--- config.mk ---
export PLATFORM = sky130hd
export DESIGN_NAME = ps2_game_keys
export DESIGN_NICKNAME = d
export VERILOG_FILES = /design/src/rtl/ps2_game_keys.sv
export SDC_FILE = /design/constraint.sdc
export NUM_CORES = 1
export LEC_CHECK = 0
export CAP_MARGIN = 30
export CORE_ASPECT_RATIO = 1.25
export CORE_MARGIN = 5
export CORE_UTILIZATION = 51
export DETAILED_ROUTE_END_ITERATION = 10
export GPL_TIMING_DRIVEN = 0
export PLACE_DENSITY = 0.8
export SYNTH_ARGS = -nofsm -noshare
export SYNTH_HDL_FRONTEND = slang
export SYNTH_SLANG_ARGS = --single-unit
--- constraint.sdc ---
create_clock -name clk -period 2.3 [get_ports clk]
set_input_delay 0.46 -clock clk [delete_from_list [all_inputs] [get_ports clk]]
set_output_delay 0.46 -clock clk [all_outputs]
set_load 0.05 [all_outputs]
--- src/rtl/ps2_game_keys.sv ---
// Game key decoder behind a PS/2 receiver: accepts bytes by snapshot stability and decodes make/break/E0.
// Optional WASD aliases are enabled by defining KEY_WASD_EN.
module ps2_game_keys #(
    parameter int IDLE_CYCLES = 20000,
    parameter int CNT_W       = 15
) (
    input  logic        clk,
    input  logic        rst_n,
    input  logic [15:0] key_in,
    output logic        key_left,
    output logic        key_right,
    output logic        key_jump,
    output logic        key_shoot,
    output logic        key_restart,
    output logic        jump_press,
    output logic        jump_release,
    output logic        byte_stb,
    output logic [7:0]  byte_data
);

    localparam logic [CNT_W-1:0] CNT_MAX = CNT_W'(IDLE_CYCLES);
    localparam logic [CNT_W-1:0] CNT_ACC = CNT_W'(IDLE_CYCLES - 1);

    localparam logic [7:0] CODE_E0      = 8'hE0;
    localparam logic [7:0] CODE_F0      = 8'hF0;
    localparam logic [7:0] CODE_LEFT    = 8'h6B;
    localparam logic [7:0] CODE_RIGHT   = 8'h74;
    localparam logic [7:0] CODE_JUMP    = 8'h12;
    localparam logic [7:0] CODE_SHOOT   = 8'h1A;
    localparam logic [7:0] CODE_RESTART = 8'h2D;
`ifdef KEY_WASD_EN
    localparam logic [7:0] CODE_A       = 8'h1C;
    localparam logic [7:0] CODE_D       = 8'h23;
    localparam logic [7:0] CODE_W       = 8'h1D;
`endif

    typedef enum logic [1:0] {
        S_IDLE,
        S_E0,
        S_F0,
        S_E0F0
    } state_t;

    logic [15:0]      key_q;
    logic [15:0]      key_q_prev;
    logic [15:0]      last_word;
    logic [CNT_W-1:0] stab_cnt;
    logic [CNT_W-1:0] stab_next;
    logic             accept;

    state_t           state;
    logic             left_reg;
    logic             right_reg;
    logic             jump_reg;
    logic             shoot_reg;
    logic             restart_reg;
    logic             jump_d;
`ifdef KEY_WASD_EN
    logic             a_held;
    logic             d_held;
    logic             w_held;
`endif

    // A word is accepted exactly once, on the cycle the counter reaches IDLE_CYCLES-1;
    // saturation at IDLE_CYCLES keeps a long-held word from firing again.
    always_comb begin
        stab_next = stab_cnt;
        if (key_q != key_q_prev) begin
            stab_next = '0;
        end else if (stab_cnt != CNT_MAX) begin
            stab_next = stab_cnt + 1'b1;
        end
        accept = (key_q == key_q_prev) && (stab_next == CNT_ACC) && (key_q != last_word);
    end

    always_ff @(posedge clk or negedge rst_n) begin
        if (!rst_n) begin
            key_q      <= '0;
            key_q_prev <= '0;
            last_word  <= '0;
            stab_cnt   <= '0;
            byte_stb   <= 1'b0;
            byte_data  <= '0;
        end else begin
            key_q      <= key_in;
            key_q_prev <= key_q;
            stab_cnt   <= stab_next;
            byte_stb   <= accept;
            if (accept) begin
                byte_data <= key_q[7:0];
                last_word <= key_q;
            end
        end
    end

    // Decode FSM; advances only on accepted bytes, so keys follow byte_stb by one clock.
    always_ff @(posedge clk or negedge rst_n) begin
        if (!rst_n) begin
            state       <= S_IDLE;
            left_reg    <= 1'b0;
            right_reg   <= 1'b0;
            jump_reg    <= 1'b0;
            shoot_reg   <= 1'b0;
            restart_reg <= 1'b0;
`ifdef KEY_WASD_EN
            a_held      <= 1'b0;
            d_held      <= 1'b0;
            w_held      <= 1'b0;
`endif
        end else if (byte_stb) begin
            case (state)
                S_IDLE: begin
                    if (byte_data == CODE_E0) begin
                        state <= S_E0;
                    end else if (byte_data == CODE_F0) begin
                        state <= S_F0;
                    end else begin
                        state <= S_IDLE;
                        if (byte_data == CODE_JUMP)    jump_reg    <= 1'b1;
                        if (byte_data == CODE_SHOOT)   shoot_reg   <= 1'b1;
                        if (byte_data == CODE_RESTART) restart_reg <= 1'b1;
`ifdef KEY_WASD_EN
                        if (byte_data == CODE_A)       a_held      <= 1'b1;
                        if (byte_data == CODE_D)       d_held      <= 1'b1;
                        if (byte_data == CODE_W)       w_held      <= 1'b1;
`endif
                    end
                end
                S_E0: begin
                    if (byte_data == CODE_F0) begin
                        state <= S_E0F0;
                    end else begin
                        // E0 12 (fake shift) and any other extended code fall through unmapped
                        state <= S_IDLE;
                        if (byte_data == CODE_LEFT)  left_reg  <= 1'b1;
                        if (byte_data == CODE_RIGHT) right_reg <= 1'b1;
                    end
                end
                S_F0: begin
                    state <= S_IDLE;
                    if (byte_data == CODE_JUMP)    jump_reg    <= 1'b0;
                    if (byte_data == CODE_SHOOT)   shoot_reg   <= 1'b0;
                    if (byte_data == CODE_RESTART) restart_reg <= 1'b0;
`ifdef KEY_WASD_EN
                    if (byte_data == CODE_A)       a_held      <= 1'b0;
                    if (byte_data == CODE_D)       d_held      <= 1'b0;
                    if (byte_data == CODE_W)       w_held      <= 1'b0;
`endif
                end
                S_E0F0: begin
                    state <= S_IDLE;
                    if (byte_data == CODE_LEFT)  left_reg  <= 1'b0;
                    if (byte_data == CODE_RIGHT) right_reg <= 1'b0;
                end
                default: state <= S_IDLE;
            endcase
        end
    end

`ifdef KEY_WASD_EN
    assign key_left  = left_reg  | a_held;
    assign key_right = right_reg | d_held;
    assign key_jump  = jump_reg  | w_held;
`else
    assign key_left  = left_reg;
    assign key_right = right_reg;
    assign key_jump  = jump_reg;
`endif
    assign key_shoot   = shoot_reg;
    assign key_restart = restart_reg;

    always_ff @(posedge clk or negedge rst_n) begin
        if (!rst_n) begin
            jump_d <= 1'b0;
        end else begin
            jump_d <= key_jump;
        end
    end

    // Edge pulses are mutually exclusive by construction and vanish with reset.
    assign jump_press   = key_jump & ~jump_d;
    assign jump_release = ~key_jump & jump_d;

endmodule

=== Word level (Yosys, flattened, before mapping) ===
Index checks and enable logic that the tools add are counted.
W data, S select, Z words.

* $add $sub $neg: 1
* Multipliers: 0
* Div/mod/pow operators: 0
* Order comparisons: 0
* Equal/unequal tests: 28
* Shift-type cells: 0
* Muxes and demuxes: 29
* Bitwise logic cells: 4
* Reduce and logical (&&, ||, !) cells: 11

{| class="wikitable"
|+ Operators with widths
! operator !! number
|-
| $ne A16 B16 Y1 || 2
|-
| $mux W15 || 2
|-
| $ne A2 B2 Y1 const B || 13
|-
| $mux W1 || 18
|-
| $reduce_and A6 Y1 || 3
|-
| $eq A16 B16 Y1 || 1
|-
| $eq A8 B5 Y1 const B || 2
|-
| $eq A8 B7 Y1 const B || 2
|-
| $eq A8 B8 Y1 const B || 2
|-
| $add A15 B1 Y15 const B || 1
|-
| $eq A15 B15 Y1 const B || 1
|-
| $ne A15 B15 Y1 const B || 1
|-
| $pmux W1 S2 || 5
|-
| $reduce_and A5 Y1 || 2
|-
| $eq A8 B6 Y1 const B || 1
|-
| $mux W2 || 3
|-
| $pmux W2 S3 || 1
|-
| $eq A2 B2 Y1 const B || 2
|-
| $reduce_bool A2 Y1 || 2
|-
| $and A1 B1 Y1 || 2
|-
| $eq A2 B1 Y1 const B || 1
|-
| $logic_and A1 B1 Y1 || 2
|-
| $logic_not A2 Y1 || 1
|-
| $not A1 Y1 || 2
|-
| $reduce_or A2 Y1 || 1
|}

* Flip-flop bits (word level): 80
* Latch bits: 0
* Bits in writable memories: 0
* ROM bits: 0
* Input port bits: 18
* Output and inout port bits: 16
* Logic and storage cells: 86
* Memories: 0

=== Longest topological paths before layout ===
Gate-level depths: netlist of the first run.

* Word-level depth: 6
* Mapped depth: 9
* Gate-level depth less buffers: 8

=== Least setup slack after synthesis of the first run ===
No wires, ideal clock.

* Kind: register to register
* Start: reg stab_cnt[4]
* End: reg byte_data[0]
* Library setup time: 0.125 ns
* Arrival time: 2.221 ns
* Data required time: 2.175 ns
* Setup slack: -0.046 ns
* Cell stages (with the launch flop): 10
* Path buffers: 3
* Period minus slack after synthesis: 2.346 ns
* Path through: dfrtp_1 -> buf_6 -> and4_4 -> buf_6 -> a2111oi_2 -> o211ai_1 -> a221oi_2 -> nand4_4 -> buf_6 -> mux2_4

* Cells in the longest elaborated chain, start to end: 6
* Elaborated cells on any way between the ends: 7
* Those cells by class: 1 x add/sub; 2 x eq/ne; 2 x mux; 2 x reduce/logical

{| class="wikitable"
|+ RTL lines
! what !! line !! RTL
|-
| start: declaration || 47 || <nowiki>logic [CNT_W-1:0] stab_cnt;</nowiki>
|-
| start signal: assignment || 87 || <nowiki>stab_cnt <= stab_next;</nowiki>
|-
| $add A15 B1 Y15 or $ne A15 B15 Y1 (tied branches) || 71, 70 ||
|-
| $mux W15 (*) || 70 || <nowiki>end else if (stab_cnt != CNT_MAX) begin</nowiki>
|-
| $mux W15 (*) || 68 || <nowiki>if (key_q != key_q_prev) begin</nowiki>
|-
| $eq A15 B15 Y1 (*) || 73 || <nowiki>accept = (key_q == key_q_prev) && (stab_next == CNT_ACC) && (key_q != last_word);</nowiki>
|-
| $logic_and A1 B1 Y1 (*) (2 in series) || 73 ||
|-
| end signal: assignment || 90 || <nowiki>byte_data <= key_q[7:0];</nowiki>
|-
| end: declaration || 18 || <nowiki>output logic [7:0] byte_data</nowiki>
|}

Mark *: on every way between the ends. The rest lies on a longest branch, timed or not.
A chain may end at the register's enable or synchronous reset.

=== Worst setup path in the final report of the first run ===
* Start: reg stab_cnt[1]
* End: reg last_word[13]

* Cells in the longest elaborated chain, start to end: 6
* Elaborated cells on any way between the ends: 7
* Those cells by class: 1 x add/sub; 2 x eq/ne; 2 x mux; 2 x reduce/logical

{| class="wikitable"
|+ RTL lines
! what !! line !! RTL
|-
| $add A15 B1 Y15 or $ne A15 B15 Y1 (tied branches) || 71, 70 ||
|-
| $mux W15 (*) || 70 ||
|-
| $mux W15 (*) || 68 ||
|-
| $eq A15 B15 Y1 (*) || 73 ||
|-
| $logic_and A1 B1 Y1 (*) (2 in series) || 73 ||
|-
| end signal: assignment || 91 || <nowiki>last_word <= key_q;</nowiki>
|-
| end: declaration || 46 || <nowiki>logic [15:0] last_word;</nowiki>
|}

Marks and branches as above.

==> results of run 1 <==
kinds of logic after synthesis:
kind of cell	synth area share
AOI/OAI and AO/OA	0.03233
xor gates and xnor gates	0.1184
adders and majority gates	0.007518
buffers and inverters	0.04699
DFF	0.5414
muxes	0.07857
and+or+nand+nor	0.1748
per-stage QoR:
step	setup slack, ps	utilization
3_5_place_dp	-700.7	0.5909
3_3_place_gp	-1572	0.5913
6_report	-73.94	0.6472
5_1_grt	-191.4	0.6472
4_1_cts	-50.67	0.6445
2_1_floorplan	-35.75	-
metal layers:
layer | routed length [um] | vias up
li1 | - | 1047
met1 | 2514 | 1076
met4 | 146 | 0
met5 | 0 | -
met3 | 275 | 13
met2 | 3150 | 44
cell usage after synthesis, types with 2 or more instances:
cell type,count
mux2_2,9
xor2_1,41
o21ai_0,4
buf_2,2
clkbuf_1,3
nand3b_1,2
buf_6,5
xnor2_1,4
nand4b_1,2
a21oi_1,2
nand3_1,7
nor4_1,13
buf_4,8
and2_1,2
mux2_4,10
ha_1,2
dfrtp_1,72
nand2_1,13
and4_1,3
nor2_1,23
nor4bb_1,2
nor2b_1,6
inv_1,5
nand4_1,6
layout make-up:
| cell class | count | share of cell area |
|---|---|---|
| well taps | 87 | 0.02611 |
| repair buffers | 47 | 0.1104 |
| clock inverters | 7 | 0.01711 |
| plain buffers | 14 | 0.02941 |
| multi-input cells | 176 | 0.3490 |
| inverters | 5 | 0.005102 |
| clock buffers | 9 | 0.02971 |
| flip-flops and latches | 72 | 0.4331 |
power breakdown:
part	internal [mW]	leakage (nW)	switching, mW
registers	1.29	0.927	0.0261
clock network	0.500	0.0916	0.478
logic	0.0466	0.823	0.0447
total	1.84	1.84	0.548
what timing repair did:
| item | in CTS | in global routing |
|---|---|---|
| gates resized for setup | 18 | 6 |
| buffers inserted | 13 | 0 |
| pin swaps | 11 | 2 |
| endpoints found under the setup margin | 17 | 17 |
| gates cloned | 1 | 0 |
sequential cells by signal (all words and copies together), names as in the netlist, 2 cells and up:
name and cells:
stab_cnt 15, last_word 9, key_q 16, state 2, key_q_prev 16, byte_data 7
final timing paths:
| check | from | slack, ps | depth (start not counted) | to |
|---|---|---|---|---|
| max | stab_cnt[1] | -70 | 10 | last_word[13] |
| min | rst_n | 220 | 1 | key_q[1] |
| max reg2reg | stab_cnt[1] | -70 | 10 | last_word[13] |
| min reg2reg | key_jump | 450 | 0 | jump_d |
| max in group asynchronous | rst_n | 1460 | 1 | stab_cnt[7] |
| min in group clk | key_jump | 450 | 0 | jump_d |
critical path, cell delays in order (launching register included):
cell	delay (ps)
dfrtp_1	440
inv_1	140
ha_4	140
nor2b_4	120
nand4_2	110
or2_1	260
a221oi_2	240
buf_4	170
nand4_4	120
clkbuf_16	210
mux2_4	290
==> PnR_summary.wiki, run 1 <==
{| class="wikitable"
! Metric !! Value
|-
| Worst hold margin || 223.4 ps
|-
| Average vias per placed instance || 5.228
|-
| Synth warn || 0
|-
| Combined global-route utilization of all metal layers || 0.1660
|-
| Leading area contributor after synthesis || dfrtp_1
|-
| Critical path data required time || 2540 ps
|-
| Via count of the routed design || 2,180
|-
| CTS tree || built
|-
| Sequential area share after synthesis || 0.5414
|-
| Number of different library cells in the post-synthesis netlist || 49
|-
| Hold crit path type || in -> async
|-
| Number of setup violations in the final report || 16
|-
| Clock transition at the register clock pins on the worst setup and hold paths after CTS || 80 ps
|-
| Largest fanout on the critical path || 5
|-
| Post-route ant nets || 0
|-
| Post-Syn Instances || 271
|-
| GR Layer Usage met2 || 0.2704
|-
| Fillers || 507
|-
| Final slew viol count || 0
|-
| Setup tns final || -770.3 ps
|-
| Setup repair after global routing missed its margin || true
|-
| Avg Synthesized Cell Area || 12.28 um2
|-
| Met1 demand-to-capacity share in global routing || 0.2024
|-
| Normalized max-slew margin || 0.4197
|-
| Clock skew after layout || 10.34 ps
|-
| Number of flip-flops and latches in the synthesized netlist || 72
|-
| Post-route non-filler standard cell count || 417
|-
| First-pass iteration count of the detailed router || 4
|-
| VDD IR-drop max || 352.6 uV
|-
| Largest net degree at the start of global routing || 73
|-
| Worst-Margin Slew || 870.5 ps
|-
| Root buffer selected by CTS || clkbuf_8
|-
| Routed wirelength normalized by instance count || 14.60 um
|-
| Total I/O pin count || 34
|-
| Static leakage power || 1.842 nW
|-
| Total Die Area || 0.008252 mm2
|-
| Post-route minimum period || 2374 ps
|-
| Maxcap violations || 0
|-
| Vias in the first global route || 2,213
|-
| Total power consumption of the routed design || 2.388 mW
|-
| Commonest cells after routing, fill and taps aside || dfrtp_1, xor2_1, clkdlybuf4s50_1, nor2_1, buf_4
|-
| I/O Buffers || 33
|-
| Net count after synthesis || 291
|-
| Power density normalized to cell area || 572.9 mW/mm2
|-
| Leading cell type in the layout, fill and taps excluded || dfrtp_1
|-
| Number of buffers inserted during clock tree synthesis || 9
|-
| Critical path capture point type || flop
|-
| Multi-input logic area || 0.001455 mm2
|-
| Area of the core || 0.006441 mm2
|-
| Leading register cell type out of synthesis || dfrtp_1
|-
| Die Wd || 82.26 um
|-
| Antenna violations before repair || 0
|-
| Portion of synthesized cell area occupied by the leading cell type || 0.5414
|-
| Achievable Freq || 421.2 MHz
|-
| Final critical-path share of the clock period || 1.032
|-
| Post-CTS Hold Buffers || 0
|-
| Crit path kind || reg -> reg
|-
| Total non-filler cell area in the finished layout || 0.004169 mm2
|-
| First-iteration detailed-routing DRC count || 90
|-
| Die height || 100.3 um
|-
| Cell types occupying the most area after synthesis || dfrtp_1, xor2_1, mux2_4, mux2_2, nor2_1
|-
| Placed standard-cell area || 0.003806 mm2
|-
| Layout area overhead || 25.26%
|-
| Routed wire length || 6087 um
|-
| Final worst slack || -73.94 ps
|-
| Number of flops mapped to enable cells by yosys || 0
|-
| Initial Util || 0.5167
|-
| Clock network latency to the later pin of the worst-skew pair || 350 ps
|-
| Busiest layer in global routing || met2
|-
| Synth async-reset ratio || 1.000
|-
| Diode insertion count for antenna repair || 0
|-
| Placed cell count || 391
|-
| # nets final || 345
|-
| Critical path launch point type || flop
|-
| GR Overflow Total || 0
|-
| Violations in the final reports || setup timing
|-
| Total standard cell area after synthesis || 0.003328 mm2
|-
| H-tree lvl count || 3
|-
| Total DRC errors in the routed layout || 0
|-
| Final hold violations || 0
|-
| TritonCTS sink count || 72
|-
| Global-route wire length before repair || 10,410 um
|-
| Num rows || 33
|-
| Worst endpoint data arrival time || 2610 ps
|-
| Met3 Track Usage GR || 0.05386
|-
| Sequential standard cell area || 0.001805 mm2
|-
| Global placer's final weighted congestion || 0.8453
|-
| Placed wire-length estimate after detailed placement || 4067 um
|-
| Clock Tree Buf Depth || 2
|-
| Share of post-route cells with drive strength above 1 || 0.2515
|-
| Outcome || complete, but fails checks
|}
No activity file was read; power rests on OpenSTA's default activity.
==> run 2: changes to the inputs <==
Settings changed: MAX_ROUTING_LAYER from default to met4.
==> run 2 against run 1 <==
Compared with the run above: core utilization is the same; via count shrank 0.37%; the run still ends with setup timing left; cell count is the same; sequential share of layout area is the same; sequential cell count is the same; clock power is essentially flat; first-iteration DRC count grew 30%; critical endpoint unchanged.
==> PnR_summary.wiki, run 2 (synthesis gave the netlist of run 1 again) <==
{| class="wikitable"
! Metric !! Value
|-
| Post-CTS Hold Buffers || 0 (unchanged)
|-
| Outcome || complete, but fails checks
|-
| Clock network latency to the later pin of the worst-skew pair || 350 ps (about the same)
|-
| Power density normalized to cell area || 573.4 mW/mm2 (about the same)
|-
| Total DRC errors in the routed layout || 0 (unchanged)
|-
| TritonCTS sink count || 72 (unchanged)
|-
| Critical path data required time || 2540 ps (about the same)
|-
| First-iteration detailed-routing DRC count || 117 (+30%)
|-
| # nets final || 345 (unchanged)
|-
| Largest regs || key_q: 16 flops, key_q_prev: 16 flops, stab_cnt: 15 flops
|-
| Routed wirelength normalized by instance count || 14.59 um (about the same)
|-
| Setup repair after global routing missed its margin || true
|-
| Normalized max-slew margin || 0.4224 (+0.002742)
|-
| Antenna violations before repair || 0 (unchanged)
|-
| Largest fanout on the critical path || 5 (unchanged)
|-
| Die Wd || 82.26 um (unchanged)
|-
| Combined global-route utilization of all metal layers || 0.1715 (+0.005551)
|-
| Total Die Area || 0.008252 mm2 (unchanged)
|-
| Clock transition at the register clock pins on the worst setup and hold paths after CTS || 80 ps (about the same)
|-
| VDD IR-drop max || 353.5 uV (+0.25%)
|-
| Via count of the routed design || 2,172 (-0.37%)
|-
| CTS tree || built
|-
| Post-route minimum period || 2371 ps (-3.171 ps)
|-
| Hold crit path type || in -> async
|-
| Die height || 100.3 um (unchanged)
|-
| Share of post-route cells with drive strength above 1 || 0.2515 (unchanged)
|-
| Post-route ant nets || 0 (unchanged)
|-
| Critical path capture point type || flop
|-
| I/O Buffers || 33 (unchanged)
|-
| Root buffer selected by CTS || clkbuf_8
|-
| Launching point of the worst reg2reg path || stab_cnt[1]
|-
| Multi-input logic area || 0.001455 mm2 (unchanged)
|-
| Final critical-path share of the clock period || 1.031 (-0.001379)
|-
| Leading cell type in the layout, fill and taps excluded || dfrtp_1
|-
| Achievable Freq || 421.8 MHz (+0.13%)
|-
| Worst endpoint data arrival time || 2610 ps (about the same)
|-
| Layout area overhead || 25.26% (unchanged)
|-
| Global-route wire length before repair || 10,450 um (+0.33%)
|-
| Number of buffers inserted during clock tree synthesis || 9 (unchanged)
|-
| Worst-Margin Slew || 866.4 ps (-4.113 ps)
|-
| Violations in the final reports || setup timing
|-
| Routed wire length || 6084 um (about the same)
|-
| Total power consumption of the routed design || 2.391 mW (about the same)
|-
| Number of setup violations in the final report || 16 (unchanged)
|-
| Static leakage power || 1.842 nW (unchanged)
|-
| Worst hold margin || 222.3 ps (-1.072 ps)
|-
| Area of the core || 0.006441 mm2 (unchanged)
|-
| Global placer's final weighted congestion || 0.8585 (+1.6%)
|-
| Clock Tree Buf Depth || 2 (unchanged)
|-
| Largest net degree at the start of global routing || 73 (unchanged)
|-
| Maxcap violations || 0 (unchanged)
|-
| Initial Util || 0.5167 (unchanged)
|-
| H-tree lvl count || 3 (unchanged)
|-
| Fillers || 507 (unchanged)
|-
| Placed wire-length estimate after detailed placement || 4067 um (unchanged)
|-
| Final worst slack || -70.77 ps (+3.171 ps)
|-
| Commonest cells after routing, fill and taps aside || dfrtp_1, xor2_1, clkdlybuf4s50_1, nor2_1, buf_4
|-
| First-pass iteration count of the detailed router || 4 (unchanged)
|-
| Diode insertion count for antenna repair || 0 (unchanged)
|-
| Vias in the first global route || 2,207 (-0.27%)
|-
| Total I/O pin count || 34 (unchanged)
|-
| Clock skew after layout || 11.44 ps (+1.107 ps)
|-
| Num rows || 33 (unchanged)
|-
| Crit path kind || reg -> reg
|-
| Final slew viol count || 0 (unchanged)
|-
| Sequential standard cell area || 0.001805 mm2 (unchanged)
|-
| Worst setup path start || stab_cnt[1]
|-
| Critical path launch point type || flop
|-
| GR Overflow Total || 0 (unchanged)
|-
| Average vias per placed instance || 5.209 (-0.37%)
|-
| Final hold violations || 0 (unchanged)
|-
| Reg2Reg Setup Slack || -70 ps (about the same)
|}
run 2: cell counts in the layout (fill, tap and decap cells not counted):
Identical to the previous run, type by type.
run 2: layer usage:
metal	global-route usage	wire (um)	vias to the layer above
li1	-	-	1047
met1	0.2036	2530	1068
met2	0.2698	3123	44
met3	0.05655	276	13
met4	0.06266	153	0
met5	-	0	-
run 2: worst paths after layout:
| kind | endpoint | cells past startpoint |
|---|---|---|
| hold / removal | key_q[1] | 1 |
| setup / recovery | last_word[13] | 10 |
| hold reg to reg | jump_d | 0 |
| setup reg to reg | last_word[13] | 10 |
| max in group asynchronous | stab_cnt[7] | 1 |
| min in group clk | jump_d | 0 |
run 2: where the power goes:
part           leakage [nW]  total [mW]  switching (mW)  internal, mW
logic                 0.823      0.0912          0.0446        0.0466
registers             0.927        1.32          0.0261          1.29
clock network        0.0916       0.980           0.480         0.499
run 2: critical path: stages (launching register included):
cell,delay [ps]
dfrtp_1,440
inv_1,140
ha_4,140
nor2b_4,120
nand4_2,110
or2_1,260
a221oi_2,240
buf_4,170
nand4_4,120
clkbuf_16,210
mux2_4,290
run 2: what timing repair did:
action	in CTS	in global routing
setup endpoints to repair	17	17
gates cloned	1	0
pin swaps	11	2
setup buffers	13	0
resized for setup	18	6
run 2: layout make-up:
cell class | count | area share
repair buffers | 47 | 0.1104
plain buffers | 14 | 0.02941
clock buffers | 9 | 0.02971
flip-flops and latches | 72 | 0.4331
clock inverters | 7 | 0.01711
inverters | 5 | 0.005102
well taps | 87 | 0.02611
multi-input cells | 176 | 0.3490
run 2: per-stage QoR:
step                area, um2  instances    util  setup slack, ps  TNS (ps)
floorplan                3369        271       -           -35.75    -357.5
CTS                      4151        417  0.6445           -50.67    -570.0
global route             4169        417  0.6472           -191.5     -2667
finish                   4169        417  0.6472           -70.77    -722.4
detailed placement       3806        391  0.5909           -700.7     -9970
global placement         3809        391  0.5913            -1572   -122610
==> run 3: changes to the inputs <==
Settings changed: REMOVE_ABC_BUFFERS from default to 1.
==> run 3 against run 2 <==
Compared with the run above: the flow still finishes with violations (setup timing); sequential share of layout area grew 0.44 points; final area shrank 0.66%; first-iteration DRC count grew 17%; via count grew 3.1%; core utilization shrank 0.43 points; hold slack lost 9.1 ps; non-clock buffer count shrank 7; die area is the same; power grew 5.6%; worst setup slack gained 13 ps; fmax grew 0.53%; wire length grew 8.9%.
==> PnR_summary.wiki, run 3 (synthesis gave the netlist of run 1 again) <==
{| class="wikitable"
! Metric !! Value
|-
| CTS tree || built
|-
| Global-route wire length before repair || 9963 um (-4.6%)
|-
| Die Wd || 82.26 um (unchanged)
|-
| Placed wire-length estimate after detailed placement || 3971 um (-2.4%)
|-
| GR Overflow Total || 0 (unchanged)
|-
| Leading cell type in the layout, fill and taps excluded || dfrtp_1
|-
| H-tree lvl count || 3 (unchanged)
|-
| Total DRC errors in the routed layout || 0 (unchanged)
|-
| Post-CTS Hold Buffers || 0 (unchanged)
|-
| Area of the core || 0.006441 mm2 (unchanged)
|-
| Commonest cells after routing, fill and taps aside || dfrtp_1, xor2_1, clkdlybuf4s50_1, nor2_1, buf_4
|-
| Normalized max-slew margin || 0.4143 (-0.008062)
|-
| Number of buffers inserted during clock tree synthesis || 9 (unchanged)
|-
| Largest regs || key_q: 16 flops, key_q_prev: 16 flops, stab_cnt: 15 flops
|-
| Worst-Margin Slew || 878.5 ps (+12.09 ps)
|-
| # nets final || 338 (-2.0%)
|-
| Layout area overhead || 24.44%
|-
| Worst endpoint data arrival time || 2590 ps (-20 ps)
|-
| Violations in the final reports || setup timing
|-
| Share of post-route cells with drive strength above 1 || 0.2508 (-0.0007412)
|-
| Static leakage power || 1.821 nW (-1.1%)
|-
| Power density normalized to cell area || 609.7 mW/mm2 (+6.3%)
|-
| Combined global-route utilization of all metal layers || 0.1640 (-0.007520)
|-
| Critical path launch point type || flop
|-
| Final critical-path share of the clock period || 1.025 (-0.005443)
|-
| Routed wirelength normalized by instance count || 16.16 um (+11%)
|-
| Post-placement worst setup slack || -1061 ps (-360.3 ps)
|-
| Maxcap violations || 0 (unchanged)
|-
| Launching point of the worst reg2reg path || stab_cnt[0]
|-
| Core occupancy in the finished layout || 0.6430 (-0.004274)
|-
| Bufs and invs on worst path || 1 (-2)
|-
| Post-route non-filler standard cell count || 410 (-1.7%)
|-
| Total I/O pin count || 34 (unchanged)
|-
| CP max stage delay || 460 ps (+20 ps)
|-
| Largest fanout on the critical path || 6 (+1)
|-
| TritonCTS sink count || 72 (unchanged)
|-
| Clock network latency to the later pin of the worst-skew pair || 350 ps (about the same)
|-
| Global placer's final weighted congestion || 0.7931 (-7.6%)
|-
| Clock transition at the register clock pins on the worst setup and hold paths after CTS || 80 ps (about the same)
|-
| Hold crit path type || in -> async
|-
| Critical path data required time || 2540 ps (about the same)
|-
| I/O Buffers || 33 (unchanged)
|-
| Outcome || complete, but fails checks
|-
| Clock skew after layout || 8.086 ps (-3.358 ps)
|-
| Average vias per placed instance || 5.461 (+4.8%)
|-
| Critical path capture point type || flop
|-
| Post-route ant nets || 0 (unchanged)
|-
| Vias in the first global route || 2,100 (-4.8%)
|-
| Total Die Area || 0.008252 mm2 (unchanged)
|-
| Routed wire length || 6626 um (+8.9%)
|-
| First-iteration detailed-routing DRC count || 137 (+17%)
|-
| CP delay by family, top || compound AO/OA/AOI/OAI gates
|-
| Reg2Reg Setup Slack || -60 ps (about the same)
|-
| Number of setup violations in the final report || 13 (-3)
|-
| Num rows || 33 (unchanged)
|-
| Final slew viol count || 0 (unchanged)
|-
| Final hold violations || 0 (unchanged)
|-
| Via count of the routed design || 2,239 (+3.1%)
|-
| Largest net degree at the start of global routing || 73 (unchanged)
|-
| Cell-by-cell listing of the critical path || and2_4 > a2111oi_4 > o211ai_1 > a221oi_4 > nand4_4 > clkbuf_16 > mux2_4
|-
| VDD IR-drop max || 269.1 uV (-24%)
|-
| Placed cell count || 373 (-4.6%)
|-
| Post-route minimum period || 2358 ps (-12.52 ps)
|-
| Antenna violations before repair || 0 (unchanged)
|-
| Final worst slack || -58.25 ps (+12.52 ps)
|-
| Crit path kind || reg -> reg
|-
| First-pass iteration count of the detailed router || 4 (unchanged)
|-
| Slowest cell on the critical path || dfrtp_2
|-
| Clock Tree Buf Depth || 2 (unchanged)
|-
| Diode insertion count for antenna repair || 0 (unchanged)
|-
| Achievable Freq || 424.0 MHz (+0.53%)
|-
| FF-to-FF End || last_word[9]
|-
| Root buffer selected by CTS || clkbuf_8
|-
| Setup repair after global routing missed its margin || true
|-
| Initial Util || 0.5167 (unchanged)
|-
| Count of cells along the worst register-to-register path || 7 (-3)
|-
| Die height || 100.3 um (unchanged)
|}
-- run 3: cell count changes in the layout (fill, tap and decap cells not counted), moves of 2 or more --
cell / before / now
dfrtp_2: 3 / 8
dfrtp_1: 69 / 64
clkinv_2: 2 / 0
inv_6: 1 / 3
buf_6: 5 / 1
buf_4: 20 / 18
-- run 3: per-layer routing --
metal	track usage	up-vias	part of all wire
met3	0.04309	15	0.051
met4	0.08184	0	0.026
met1	0.1850	1127	0.40
met2	0.2648	65	0.52
met5	-	-	0
li1	-	1032	-
-- run 3: what timing repair did --
item / CTS / global route
setup endpoints to repair: 17 / 16
setup buffers: 9 / 11
gates resized for setup: 10 / 13
gates cloned: 0 / 1
pin swaps: 5 / 7
-- run 3: area by class of cell --
| type | instances | area (um2) |
|---|---|---|
| Sequential cell | 72 | 1812 |
| Inverter | 5 | 18.77 |
| Timing Repair Buffer | 54 | 531.8 |
| Clock inverter | 7 | 101.3 |
| Multi-Input combinational cell | 176 | 1445 |
| Fill cell | 481 | 2300 |
| Clock buffer | 9 | 123.9 |
| Tap cell | 87 | 108.9 |
-- run 3: worst reg2reg max path, stage by stage (launching register included) --
cell and delay [ps]:
dfrtp_2 460, and2_4 180, a2111oi_4 330, o211ai_1 190, a221oi_4 390, nand4_4 190
clkbuf_16 210, mux2_4 290
-- run 3: power by group --
group          switching (mW)  total (mW)  internal [mW]  leakage [nW]
Clock                   0.493        1.11          0.621         0.107
Sequential             0.0285        1.32           1.29         0.919
Combinational          0.0440      0.0888         0.0448         0.795
-- run 3: per-stage QoR --
step                      total power, mW  cell area, um2  hold slack [ps]  setup TNS [ps]
after floorplan                     1.368            3191            164.4           -3940
after global routing                2.626            4141            295.7           -1891
after CTS                           2.557            3964            238.5          -96.15
after detailed placement            1.434            3627            433.6          -17060
after global placement              1.431            3630            417.8         -126060
final                               2.525            4141            213.2          -546.4
-- run 3: worst max path at each step --
stage,startpoint,cells past startpoint,end
global placement,rst_n,1,key_q[10]
CTS,stab_cnt[4],7,last_word[13]
global route,key_q[12],7,last_word[12]
detailed placement,key_q[15],6,last_word[11]
floorplan,key_q[1],6,byte_data[0]
finish,stab_cnt[0],7,last_word[9]
